--- config.mk ---
export PLATFORM = sky130hd
export DESIGN_NAME = setup_window_monitor
export DESIGN_NICKNAME = d
export VERILOG_FILES = /design/src/rtl/setup_window_monitor.sv
export SDC_FILE = /design/constraint.sdc
export NUM_CORES = 1
export LEC_CHECK = 0
export ABC_AREA = 0
export CORE_UTILIZATION = 50
export CTS_BUF_LIST = sky130_fd_sc_hd__clkbuf_16
export DETAILED_ROUTE_END_ITERATION = 6
export PLACE_DENSITY = 0.86
export SLEW_MARGIN = 15
export SYNTH_ARGS = -nofsm -noshare
export SYNTH_HDL_FRONTEND = slang
export SYNTH_SLANG_ARGS = --single-unit
--- constraint.sdc ---
create_clock -name clk -period 3.8 [get_ports clk]
set_clock_uncertainty 0.2 [all_clocks]
set_input_delay 0.95 -clock clk [delete_from_list [all_inputs] [get_ports clk]]
set_output_delay 0.95 -clock clk [all_outputs]
set_load 0.05 [all_outputs]
--- src/rtl/setup_window_monitor.sv ---
`default_nettype none
// ============================================================================
// Module      : setup_window_monitor
// Description : Run-time setup-window checker. It measures the age of the
//               last data transition at each reference rising edge and flags
//               ages below a programmable limit.
//               Optional macro SETUP_MON_COND_EVENT_EN gates checks with cond.
// Revision    : 1.0 - initial release
// ============================================================================
module setup_window_monitor #(
    parameter int CNT_W  = 8,
    parameter int VCNT_W = 16
) (
    input  logic              clk,
    input  logic              rst,
    input  logic              data,
    input  logic              ref_in,
    input  logic              cond,
    input  logic [CNT_W-1:0]  limit,
    input  logic              clear_cnt,
    output logic              armed,
    output logic              viol,
    output logic              notifier,
    output logic [VCNT_W-1:0] viol_count,
    output logic [CNT_W-1:0]  last_slack
);

    typedef enum logic [1:0] {
        PRIME = 2'd0,
        IDLE  = 2'd1,
        ARMED = 2'd2
    } state_t;

    localparam logic [CNT_W-1:0]  C_AGE_MAX = '1;
    localparam logic [VCNT_W-1:0] C_CNT_MAX = '1;

    state_t              state_q, state_d;
    logic                data_q, data_d;
    logic                ref_q, ref_d;
    logic [CNT_W-1:0]    age_q, age_d;
    logic                armed_q, armed_d;
    logic                viol_q, viol_d;
    logic                notifier_q, notifier_d;
    logic [VCNT_W-1:0]   viol_count_q, viol_count_d;
    logic [CNT_W-1:0]    last_slack_q, last_slack_d;

    logic                data_edge;
    logic                ref_rise;
    logic                check_evt;
    logic                viol_hit;
    logic [CNT_W-1:0]    eff_age;
    logic [VCNT_W-1:0]   count_base;

`ifdef SETUP_MON_COND_EVENT_EN
    logic                cond_ok;
    assign cond_ok = cond;
`else
    logic                cond_ok;
    logic                unused_cond;
    assign cond_ok     = 1'b1;
    assign unused_cond = cond;
`endif

    always_comb begin
        state_d    = state_q;
        data_d     = data;
        ref_d      = ref_in;
        age_d      = age_q;
        data_edge  = (state_q != PRIME) && (data != data_q);
        ref_rise   = (state_q != PRIME) && ref_in && !ref_q;

        case (state_q)
            PRIME: begin
                state_d = IDLE;
                age_d   = '0;
            end
            IDLE: begin
                if (data_edge) begin
                    state_d = ARMED;
                    age_d   = '0;
                end
            end
            ARMED: begin
                if (data_edge) begin
                    age_d = '0;
                end else if (age_q != C_AGE_MAX) begin
                    age_d = age_q + CNT_W'(1);
                end
            end
            default: begin
                state_d = PRIME;
                age_d   = '0;
            end
        endcase

        // A data edge coincident with the reference edge counts as zero setup.
        eff_age   = data_edge ? '0 : age_q;
        check_evt = ref_rise && cond_ok &&
                    ((state_q == ARMED) || ((state_q == IDLE) && data_edge));
        viol_hit  = check_evt && (limit != '0) && (eff_age < limit);

        armed_d      = (state_d == ARMED);
        viol_d       = viol_hit;
        notifier_d   = notifier_q ^ viol_hit;

        // Clear takes effect first so a same-cycle violation lands on a zeroed count.
        count_base   = clear_cnt ? '0 : viol_count_q;
        viol_count_d = count_base;
        last_slack_d = clear_cnt ? '0 : last_slack_q;
        if (viol_hit) begin
            last_slack_d = limit - eff_age;
            if (count_base != C_CNT_MAX) begin
                viol_count_d = count_base + VCNT_W'(1);
            end
        end
    end

    always_ff @(posedge clk or posedge rst) begin
        if (rst) begin
            state_q      <= PRIME;
            data_q       <= 1'b0;
            ref_q        <= 1'b0;
            age_q        <= '0;
            armed_q      <= 1'b0;
            viol_q       <= 1'b0;
            notifier_q   <= 1'b0;
            viol_count_q <= '0;
            last_slack_q <= '0;
        end else begin
            state_q      <= state_d;
            data_q       <= data_d;
            ref_q        <= ref_d;
            age_q        <= age_d;
            armed_q      <= armed_d;
            viol_q       <= viol_d;
            notifier_q   <= notifier_d;
            viol_count_q <= viol_count_d;
            last_slack_q <= last_slack_d;
        end
    end

    assign armed      = armed_q;
    assign viol       = viol_q;
    assign notifier   = notifier_q;
    assign viol_count = viol_count_q;
    assign last_slack = last_slack_q;

endmodule
`default_nettype wire

==> results_dict.tcl <==
set metrics [dict create \
    finalNetCount 356 \
    cts_buffer_depth 2 \
    post-route-drc-count 0 \
    dp_slack_ns -0.431 \
    number_of_standard_cells_after_synthesis 259 \
    fin_crit_period_ns 3.71 \
    finalSetupViolations 0 \
    tightest_slew_ns 0.789 \
    synth_fp_nets 288 \
    crit_path_buffers_inverters 1 \
    final_antenna_net_count 0 \
    route.final.wire_length_um 5810 \
    place.detailed.instances 370 \
    initial_utilization_pct 53.3 \
    dr_total_vias 2184 \
    max_cap_viol_count 0 \
    drt_pre_antenna_iters 6 \
    worst_ir_drop_vdd_mv 0.322 \
    cell_accounting_for_the_most_synthesized_area "sky130_fd_sc_hd__dfrtp_1" \
    run_status "finished clean" \
    tritoncts.num_buffers 5 \
    fin_ws_ns 0.0937 \
    synthXorXnorAreaFrac_pct 6.66 \
    rows 24 \
    synthArstFlopShare_pct 100 \
    critical-path-max-stage-delay_ns 0.43 \
    global_route.usage.met1_pct 30.5 \
    final_layout_size_suffix_gt1_share_pct 16.2 \
    ys_top_cells_by_area "sky130_fd_sc_hd__dfrtp_1 (41%), sky130_fd_sc_hd__ha_1 (7.4%), sky130_fd_sc_hd__xnor2_1 (5.5%)" \
    cts_sinks 39 \
    synth.top_cell.area_share_pct 41.2 \
    max_clock_freq_ghz 0.270 \
    globalplace.congestion 0.859 \
    clk_pin_slew_worst_paths_ns 0.06 \
    global_route.overflow_total 0 \
    clock-root-buffer "sky130_fd_sc_hd__clkbuf_16" \
    grt_antenna_before_repair 0 \
    routed_via_density 5.75 \
    synth_seq_cells 39 \
    non_filler_instance_count_after_layout 380 \
    post_dp_cell_area_mm2 0.00301 \
    htreeDepth 2 \
    syn-cell-area_mm2 0.00237 \
    share_of_the_core_filled_with_cells_pct 71.9 \
    insertedDiodeCount 0 \
    critical_path.slowest_cell "sky130_fd_sc_hd__or4_4" \
    first_global_vias 2131 \
    timing.hold.worst.class "reg -> reg" \
    grt_first_pass_wirelength_um 9700 \
    yosysSeqAreaShare_pct 41.2 \
    chipHeight_um 70.8 \
    clk-insertion-delay-late_ns 0.28 \
    core_area_mm2 0.00444 \
    timing.max_slew.rel_slack_pct 47.2 \
    final_design_area_no_fill_mm2 0.00320 \
    yosysWarnings 0 \
    fp.dieArea_mm2 0.00501 \
    worstPathArrival_ns 3.71 \
    count_of_input_and_output_buffers 39 \
    layout-area-overhead-vs-synth_pct 35.0 \
    startpoint_type "primary input" \
    criticalPathCategory "in -> reg" \
    synth_area_per_cell_um2 9.14 \
    post_synth_fa_ha_maj_area_fraction_pct 8.25 \
    required_ns 3.81 \
    timing.final.max_slew_violations 0 \
    combinational_family_with_the_most_area_after_synthesis "simple AND/OR/NAND/NOR gates" \
    chain_of_cells_forming_the_critical_path "dlygate4sd2_1 > xnor2_2 > or2_4 > and2_1 > ha_2 > fa_2 > nand2b_4 > a211oi_4 > o32a_1 > nand2_2 > or4_4 > a21oi_2" \
    cellPowerDensity_mw_per_mm2 405 \
    post_synth_mux_area_share_pct 0.476 \
    synth_cell_types 46 \
    globalRouteMet2Util_pct 42.0 \
    die_x_um 70.8 \
    crit_family "simple AND/OR/NAND/NOR gates" \
    grt_use_met3_pct 4.42 \
    tritoncts "done" \
    detailed_place_hpwl_um 4000 \
    grt_use_total_pct 24.4 \
    wire_per_inst_um 15.3 \
    hold_viol 0 \
    basic_gate_share_of_the_synthesized_area_counting_and_or_nand_and_nor_cells_pct 26.0 \
    grt_start_max_net_pins 40 \
    synth.most_common_cell "sky130_fd_sc_hd__dfrtp_1" \
    postSynth.topFlopCell "sky130_fd_sc_hd__dfrtp_1" \
    pin_count 41 \
    worst_setup_path_end_kind "flip-flop" \
    cp_max_fo 8 \
    holdWs_ns 0.282 \
    fin_crit_sh_pct 97.5 \
    complex_gate_fraction_of_the_synthesized_area_pct 14.6 \
    drt_iter0_drc 107 \
    total_leakage_power_uw 0.00139 \
    most_frequent_cells_after_synthesis "sky130_fd_sc_hd__dfrtp_1 (39), sky130_fd_sc_hd__nand2_1 (32), sky130_fd_sc_hd__o21ai_0 (24)" \
    synth_edf_count 0 \
    globalRoute.busiestLayer "met2" \
]
==> layout by cell type, fill, tap and decap left out, drive strengths merged, types with 2 or more instances in the layout <==
master         count
o21a               3
and3               3
a21o               4
nand2             33
nor3b              4
nor4               5
dfrtp             39
nand3b             8
or2                2
nor2b              7
a211oi             2
nand3              9
ha                14
o31ai              4
o21ai             24
xor2               3
nor3               5
xnor2             15
a21oi              9
and3b              2
clkdlybuf4s50     38
buf               29
nand2b             3
nor2              19
clkbuf             5
o2111ai            2
or3                4
inv               12
and2               2
nand4              5
==> path summary, 6_finish.rpt <==
path / startpoint / end / slack (ns) / cells past startpoint
max in group asynchronous: rst / last_slack[5] / 2.16 / 3
min in group asynchronous: rst / viol_count[3] / 0.89 / 3
setup reg to reg: state_q[0] / viol_count[10] / 0.40 / 12
setup / recovery: data / viol_count[10] / 0.09 / 12
hold / removal: notifier / notifier / 0.28 / 1
hold reg to reg: notifier / notifier / 0.28 / 1
==> worst register-to-register path, delay by kind of cell (launching register included) <==
| family | cells | cell delay (ns) |
|---|---|---|
| AO/OA/AOI/OAI | 3 | 0.69 |
| adder cells (fa/ha/maj) | 3 | 0.79 |
| flip-flops | 1 | 0.39 |
| buffers and inverters | 1 | 0.09 |
| AND/OR/NAND/NOR | 5 | 1.16 |
==> routing by layer <==
metal	part of all wire (%)	vias up
met3	5.0	12
li1	-	1049
met5	0	-
met1	44	1054
met2	49	69
met4	1.8	0
==> layout make-up <==
class                           count  area [µm²]
Multi-Input combinational cell    203        1370
Fill cell                         355        1250
Sequential cell                    39         976
Timing Repair Buffer               68         611
Clock buffer                        5         125
Tap cell                           52        65.1
Inverter                           10        37.5
Clock inverter                      3        12.5
==> state kept, by name, summed over array words and instances, names as in the netlist <==
register,cells
ref_q,1
viol,1
viol_count,16
state_q,2
last_slack,8
notifier,1
armed,1
age_q,8
data_q,1
==> per-stage QoR <==
step | total power [µW] | TNS [ns]
2_1_floorplan | 749 | 0
3_3_place_gp | 873 | -4.56
3_5_place_dp | 879 | -5.56
4_1_cts | 1280 | 0
5_1_grt | 1360 | -0.0254
6_report | 1290 | 0
==> cell families (layout without fill, tap and decap cells) <==
group	after synthesis	after routing
flops	39	39
simple gates	115	115
mux	1	1
buf+inv	17	86
xor+xnor	18	18
compound gates	54	54
fa+ha+maj	15	15
==> repair_timing <==
action	in CTS	in global routing
hold buffers	0	0
gates resized for setup	2	7
buffers inserted	1	1
pin swaps	3	4
endpoints found under the setup margin	8	7
==> power breakdown <==
group | switching (µW) | leakage (µW) | total [µW] | internal (µW)
Combinational | 256 | 0.000781 | 424 | 168
Sequential | 24.1 | 0.000534 | 471 | 447
Clock | 162 | 0.0000762 | 399 | 237
Total | 442 | 0.00139 | 1290 | 852
(Power assumes the default switching activity.)
